===== src/rtl/juntar_num.sv =====
// juntar_num: sequential 4-digit BCD to binary converter (acc = acc*10 + digit, MSB digit first).
// Optional digit validation: define JUNTAR_NUM_DIGIT_CHECK_EN to flag digits > 9 on err.
module juntar_num #(
    parameter int W = 14
) (
    input  logic         clk,
    input  logic         rst,
    input  logic         start,
    input  logic [3:0]   mill,
    input  logic [3:0]   cen,
    input  logic [3:0]   dec,
    input  logic [3:0]   uni,
    output logic [W-1:0] num,
    output logic         busy,
    output logic         done,
    output logic         err
);

    typedef enum logic [1:0] {IDLE, ACC, DONE} state_t;

    state_t       state;
    logic [W-1:0] acc;
    logic [W-1:0] acc_next;
    logic [1:0]   cnt;
    logic [3:0]   d_mill, d_cen, d_dec, d_uni;
    logic [3:0]   digit;
    logic         accept;

    // The DONE cycle doubles as an idle cycle, so a held start restarts every 5 clocks.
    assign accept = start && (state == IDLE || state == DONE);

    always_comb begin
        digit = d_uni;
        case (cnt)
            2'd0:    digit = d_mill;
            2'd1:    digit = d_cen;
            2'd2:    digit = d_dec;
            default: digit = d_uni;
        endcase
    end

    // x*10 as x*8 + x*2, wrapping modulo 2^W.
    assign acc_next = (acc << 3) + (acc << 1) + W'(digit);

`ifdef JUNTAR_NUM_DIGIT_CHECK_EN
    logic bad;
    logic err_q;
    assign err = err_q;
`else
    assign err = 1'b0;
`endif

    // NOTE: state registers use non-blocking assignments so every branch sees pre-edge values.
    always_ff @(posedge clk) begin
        if (rst) begin
            state  <= IDLE;
            num    <= '0;
            busy   <= 1'b0;
            done   <= 1'b0;
            acc    <= '0;
            cnt    <= 2'd0;
            d_mill <= 4'd0;
            d_cen  <= 4'd0;
            d_dec  <= 4'd0;
            d_uni  <= 4'd0;
`ifdef JUNTAR_NUM_DIGIT_CHECK_EN
            bad    <= 1'b0;
            err_q  <= 1'b0;
`endif
        end else begin
            done <= 1'b0;
            case (state)
                IDLE, DONE: begin
                    if (accept) begin
                        d_mill <= mill;
                        d_cen  <= cen;
                        d_dec  <= dec;
                        d_uni  <= uni;
                        acc    <= '0;
                        cnt    <= 2'd0;
                        busy   <= 1'b1;
                        state  <= ACC;
`ifdef JUNTAR_NUM_DIGIT_CHECK_EN
                        err_q  <= 1'b0;
                        bad    <= (mill > 4'd9) || (cen > 4'd9) || (dec > 4'd9) || (uni > 4'd9);
`endif
                    end else begin
                        state <= IDLE;
                    end
                end
                ACC: begin
`ifdef JUNTAR_NUM_DIGIT_CHECK_EN
                    if (bad) begin
                        // Invalid capture: report immediately, keep the previous result.
                        err_q <= 1'b1;
                        done  <= 1'b1;
                        busy  <= 1'b0;
                        state <= DONE;
                    end else
`endif
                    begin
                        acc <= acc_next;
                        cnt <= cnt + 2'd1;
                        if (cnt == 2'd3) begin
                            num   <= acc_next;
                            done  <= 1'b1;
                            busy  <= 1'b0;
                            state <= DONE;
                        end
                    end
                end
                default: state <= IDLE;
            endcase
        end
    end

endmodule


===== config.mk =====
export PLATFORM = sky130hd
export DESIGN_NAME = juntar_num
export DESIGN_NICKNAME = d
export VERILOG_FILES = /design/src/rtl/juntar_num.sv
export SDC_FILE = /design/constraint.sdc
export NUM_CORES = 1
export LEC_CHECK = 0
export BUFFER_PORTS_ARGS = -buffer_cell sky130_fd_sc_hd__buf_4
export CORE_UTILIZATION = 51
export DETAILED_ROUTE_END_ITERATION = 8
export PLACE_DENSITY = 0.8
export SETUP_SLACK_MARGIN = 0.05
export SLEW_MARGIN = 20
export SYNTH_ARGS = -nofsm -noshare
export SYNTH_HDL_FRONTEND = slang
export SYNTH_SLANG_ARGS = --single-unit

===== constraint.sdc =====
create_clock -name clk -period 4.45 [get_ports clk]
set_input_delay 0.2225 -clock clk [delete_from_list [all_inputs] [get_ports clk]]
set_output_delay 0.2225 -clock clk [all_outputs]
set_load 0.03 [all_outputs]

==> metrics.txt, run 1 <==
status complete, but fails checks; failing checks DRC; setup TNS 0 ns; final wirelength 5460 um; multi-input logic area 0.00136 mm2; Syn Nets 339; unrepaired setup endpoints after global routing false; Reg area 981 um2; CP required 4.68 ns; initial antenna violation count 0; DR iter-0 viols 105; PD cells 306 mW/mm2; Layout area overhead 15.6%; Clock Skews 0.00391 ns; largest net degree at the start of global routing 50; Core Util, Final 62.8%; Max clock buf depth 2; die width 71.0 um; CP Class register to register; Routed WL per cell 14.7 um; Slew @ Worst Pin 1.00 ns; Post-CTS Hold Buffers 0; Clock Tree Root clkbuf_8; Peak supply drop 0.000199 V; GRT Max-Usage Layer met2; post-synthesis register bit count 49; Core Region 0.00447 mm2; WP data arrival 3.86 ns; Final Max Slew Viols 0; hold crit path type primary input to register; Initial Util 54.3%; # port buffers 34; GRT overflow 0; critical path, cell by cell inv_1, ha_1, a222oi_1, a21oi_1, ha_1, ha_1, fa_1, a211o_1, a21oi_1, o21ai_0, a21boi_0, xnor2_1, nand2_1, a21oi_1; Max Clk Rate 275 MHz; crit-path max FO 5; critical path launch point type register; sequential fraction of the synthesis area 40.4%; DRT antenna net count 0; DRC violations left 5; first-pass iteration count of the detailed router 7; chip height 71.0 um; met3 usage 4.27%; slowest cell on the critical path fa_1; total die area 0.00504 mm2; FILL cells 391; synthesized area per cell 8.32 um2; CTS clk-pin slew, worst paths 0.08 ns; global-route wire length before repair 9400 um; CTS tree built; Tmin final 3.63 ns; slack of the critical path 0.819 ns; ANT cells 0; Placer Congestion 0.835; Final Hold Fails 0; Num CTS Buffers 5; post-synthesis instance area 0.00243 mm2; Sinks on Clock Net 49; share of layout cells above drive strength 1 14.4%; met2 Use GR 41.2%; Total GRT Usage 23.8%; slowest cell delay on critical path 0.42 ns; post-cts repair resize count 0; Placement Rows 24; Syn Inst Count 292; WP buf/inv 1; Post-Place Setup Slack 0.837 ns; routed via count 2086; number of global-route vias before repair 2056; via/cell ratio 5.61; number of synthesis warnings 0; DPL Wire Length 3970 um; Final setup viols 0; crit-path leading delay family compound AO/OA/AOI/OAI gates; Netlist cell types 34; GR Layer Usage met1 29.2%; # Max-Cap Violations 0; Final period util 81.6%; num ports 36; relative slew slack 32.9%; Skew-Pair Late Insertion Delay 0.30 ns; H-Tree Depth 2; Final #Nets 367; Setup crit end kind register; post-CTS setup buffers 0; leakage power 1.28 nW
==> sequential cells by signal, indices dropped and copies added (netlist names) <==
name    cells
d_uni       4
state       2
num        14
done        1
acc        13
d_mill      4
d_cen       4
busy        1
d_dec       4
cnt         2
==> stage by stage <==
stage	hold WS, ns	instance area [um2]	total power, mW	std cells
6_report	0.160	2810	0.859	372
4_1_cts	0.155	2810	0.866	372
3_5_place_dp	0.449	2700	0.561	365
2_1_floorplan	0.307	2430	0.529	292
5_1_grt	0.167	2810	0.894	372
3_3_place_gp	0.446	2700	0.559	365
==> worst reg2reg max path, stage by stage (launching register included) <==
cell and delay (ns):
dfxtp_1 0.41, inv_1 0.09, ha_1 0.24, a222oi_1 0.35, a21oi_1 0.14, ha_1 0.30, ha_1 0.24, fa_1 0.42
a211o_1 0.33, a21oi_1 0.19, o21ai_0 0.17, a21boi_0 0.26, xnor2_1 0.18, nand2_1 0.07, a21oi_1 0.16
==> worst paths after layout <==
kind	start	to	slack (ns)	cells after the start
worst max-delay path	cnt[0]	num[12]	0.82	14
worst min-delay path	uni[0]	d_uni[0]	0.16	3
worst max register to register	cnt[0]	num[12]	0.82	14
worst min register to register	num[9]	num[9]	0.46	2
==> layer usage <==
metal / up-vias / wire [um]
met1: 984 / 2370
li1: 1054 / -
met2: 41 / 2810
met5: - / 0
met4: 0 / 70
met3: 7 / 206
==> layout make-up <==
cell class / instances / area share [%]
Clock buffer: 5 / 2.45
Clock inverter: 2 / 1.25
Inverter: 8 / 1.07
Multi-Input combinational cell: 220 / 48.4
Sequential cell: 49 / 34.9
Tap cell: 52 / 2.32
Timing Repair Buffer: 36 / 9.63
==> cells in the final DEF, fill, tap and decap left out, types with 2 or more instances in the layout <==
cell	n
a211oi_1	2
nand2_1	61
fa_1	2
clkbuf_8	5
inv_1	7
a222oi_1	4
nand2b_1	2
ha_1	26
buf_4	36
nor2_1	28
dfxtp_1	49
a21o_1	4
xnor2_1	8
nor2b_1	4
o21a_1	2
o21ai_0	4
a21oi_1	43
xor2_1	2
nand3_1	6
a22oi_1	9
a21oi_2	2
==> where the power goes <==
group	total, mW	switching, mW	internal (mW)
Clock	0.307	0.144	0.163
Combinational	0.0911	0.0551	0.0360
Sequential	0.461	0.00969	0.451
==> cells by family after synthesis <==
family	synth area share, %
simple gates	17.7
compound gates	19.4
flops	40.4
fa+ha+maj	15.0
buf+inv	3.71
xor+xnor	3.61
other cells	0.154
==> synth_stat cells <==
cell | instances | share of area [%]
buf_4 | 1 | 0.31
a21oi_1 | 43 | 8.9
nand2_1 | 61 | 9.4
xor2_1 | 2 | 0.72
a211o_1 | 1 | 0.36
nor3b_1 | 1 | 0.31
o21a_1 | 2 | 0.62
a22oi_1 | 9 | 2.8
dfxtp_1 | 49 | 40
o21ai_0 | 4 | 0.82
o31a_1 | 1 | 0.36
a222oi_1 | 4 | 1.6
inv_1 | 7 | 1.1
xnor2_1 | 8 | 2.9
buf_1 | 2 | 0.31
clkbuf_1 | 12 | 1.9
and2_1 | 1 | 0.26
a32oi_1 | 1 | 0.36
nand2b_1 | 2 | 0.52
a21oi_2 | 2 | 0.72
a21boi_0 | 1 | 0.31
a21o_1 | 4 | 1.2
or3_1 | 1 | 0.26
o21bai_1 | 1 | 0.31
a211oi_1 | 2 | 0.62
nor2_1 | 28 | 4.3
o311a_1 | 1 | 0.41
clkinv_1 | 1 | 0.15
conb_1 | 1 | 0.15
or3_2 | 1 | 0.31
nand3_1 | 6 | 1.2
nor2b_1 | 4 | 1.0
ha_1 | 26 | 13
fa_1 | 2 | 1.6
No activity file was read; power rests on OpenSTA's default activity.
==> run 2, diff against run 1 <==
Clock period 4.45 ns to 3.6 ns, I/O delays scaled along.
==> run 2 against run 1 <==
  * The flow still finishes with violations (DRC)
  * Sequential power increased by 24%
  * Worst setup slack worse by 0.59 ns
  * Count of clock-buffer cells in the layout is the same
  * Combinational power rose by 25%
  * Critical path type unchanged
  * Largest power group unchanged
==> metrics.txt, run 2 (synthesis results as in run 1) <==
largest net degree at the start of global routing 50; CTS clk-pin slew, worst paths 0.09 ns; Skew-Pair Late Insertion Delay 0.31 ns; H-Tree Depth 2; CTS tree built; unrepaired setup endpoints after global routing true; chip height 71.0 um; Initial Util 54.3%; Core Util, Final 64.1%; DRC violations left 5; # port buffers 34; Largest regs num x14, acc x13; Setup crit end kind register; failing checks DRC; Slew @ Worst Pin 0.971 ns; total die area 0.00504 mm2; DR iter-0 viols 84; die width 71.0 um; via/cell ratio 5.43; Total GRT Usage 22.6%; post-CTS setup buffers 0; first-pass iteration count of the detailed router 6; Final Hold Fails 0; initial antenna violation count 0; Layout area overhead 18.2%; ANT cells 0; CP required 3.79 ns; slowest cell on the critical path fa_1; num ports 36; commonest cells after routing, fill and taps aside nand2_1 (61), dfxtp_1 (47), a21oi_1 (40), buf_4 (37), nor2_1 (28); most common cell after layout, fill and taps aside nand2_1; Post-CTS Hold Buffers 0; GRT Max-Usage Layer met2; number of flip-flops in the largest register 14; WP data arrival 3.56 ns; Final period util 93.7%; Core Region 0.00447 mm2; Net Sw Power 0.263 mW; share of layout cells above drive strength 1 17.7%; Max clock buf depth 2; Switching Share 23.0%; combinational group share of total power 10.0%; DRT antenna net count 0; number of global-route vias before repair 1979; Tmin final 3.37 ns; Clock Tree Root clkbuf_8; leakage power 1.30 nW; crit-path max FO 5; largest reg by FF count num; sequential share of power 49.9%; PD cells 398 mW/mm2; Final setup viols 0; routed via count 2031; slowest cell delay on critical path 0.44 ns; critical path launch point type register; relative slew slack 35.0%; setup TNS 0 ns; Peak supply drop 0.000190 V; CP Class register to register; DPL Wire Length 3820 um; Final #Nets 368; Clk pwr share 40.1%; Sinks on Clock Net 49; final wirelength 5270 um; Clock Skews 0.00842 ns; Final Max Slew Viols 0; cell-internal power 0.879 mW; hold crit path type primary input to register; # Max-Cap Violations 0; Placer Congestion 0.840; GR Layer Usage met1 26.8%; Num CTS Buffers 5; Placement Rows 24; WP buf/inv 2; Max Clk Rate 296 MHz; critical path, cell by cell inv_1, ha_1, a222oi_1, nand2_1, o21ai_2, fa_1, inv_2, ha_1, a21oi_2, nor2_1, o311a_1, o31a_1, or3_1, a32oi_1, nor2_1; met2 Use GR 40.7%; FILL cells 397; status complete, but fails checks; global-route wire length before repair 8960 um; Routed WL per cell 14.1 um; crit-path leading delay family compound AO/OA/AOI/OAI gates; GRT overflow 0; met3 usage 5.98%
## run 2: changes by cell type in the layout (fill, tap and decap cells not counted), moves of 2 or more
cell / change
a21oi_2: +3
a21oi_1: -3
o21ai_0: -2
dfxtp_1: -2
## run 2: per-stage QoR
step / worst slack [ns] / area [um2] / cells / power (mW) / hold WS, ns
floorplan: 0.275 / 2430 / 292 / 0.655 / 0.264
global placement: 0.130 / 2710 / 366 / 0.692 / 0.425
detailed placement: 0.0442 / 2710 / 366 / 0.694 / 0.439
CTS: 0.0734 / 2850 / 374 / 1.15 / 0.111
global route: 0.0314 / 2870 / 374 / 1.19 / 0.108
finish: 0.227 / 2870 / 374 / 1.14 / 0.121
## run 2: what timing repair did
action / CTS / global route
gates resized for setup: 2 / 11
pin swaps: 1 / 4
setup endpoints to repair: 3 / 7
## run 2: area by class of cell
class,count,area (um2),area share [%]
clock buffers,5,68.8,2.40
repair buffers,37,278,9.68
inverters,8,30.0,1.05
flip-flops and latches,49,986,34.4
well taps,52,65.1,2.27
clock inverters,3,65.1,2.27
multi-input cells,220,1380,48.0
## run 2: worst paths after layout
kind	startpoint	end	slack (ns)	cells past startpoint
setup reg to reg	cnt[0]	acc[11]	0.23	15
setup / recovery	cnt[0]	acc[11]	0.23	15
hold / removal	cen[3]	d_cen[3]	0.12	3
hold reg to reg	num[3]	num[3]	0.46	2
## run 2: worst reg2reg max path: stages, from the launching register on
cell,delay [ns]
dfxtp_4,0.38
inv_1,0.06
ha_1,0.24
a222oi_1,0.28
nand2_1,0.10
o21ai_2,0.08
fa_1,0.44
inv_2,0.09
ha_1,0.24
a21oi_2,0.14
nor2_1,0.08
o311a_1,0.30
o31a_1,0.25
or3_1,0.34
a32oi_1,0.20
nor2_1,0.05
## run 2: metal layers
metal	vias up	wire length (um)	part of all wire (%)
met1	936	2330	44
met3	7	202	3.8
met5	-	0	0
met4	0	53	1.0
li1	1053	-	-
met2	35	2690	51
## run 2: power by group through the flow
stage	registers, mW	clock network [mW]	logic, mW
after floorplan	0.580	0	0.0744
after global placement	0.582	0	0.110
after detailed placement	0.582	0	0.112
after CTS	0.570	0.470	0.113
after global routing	0.572	0.494	0.128
final	0.570	0.458	0.114
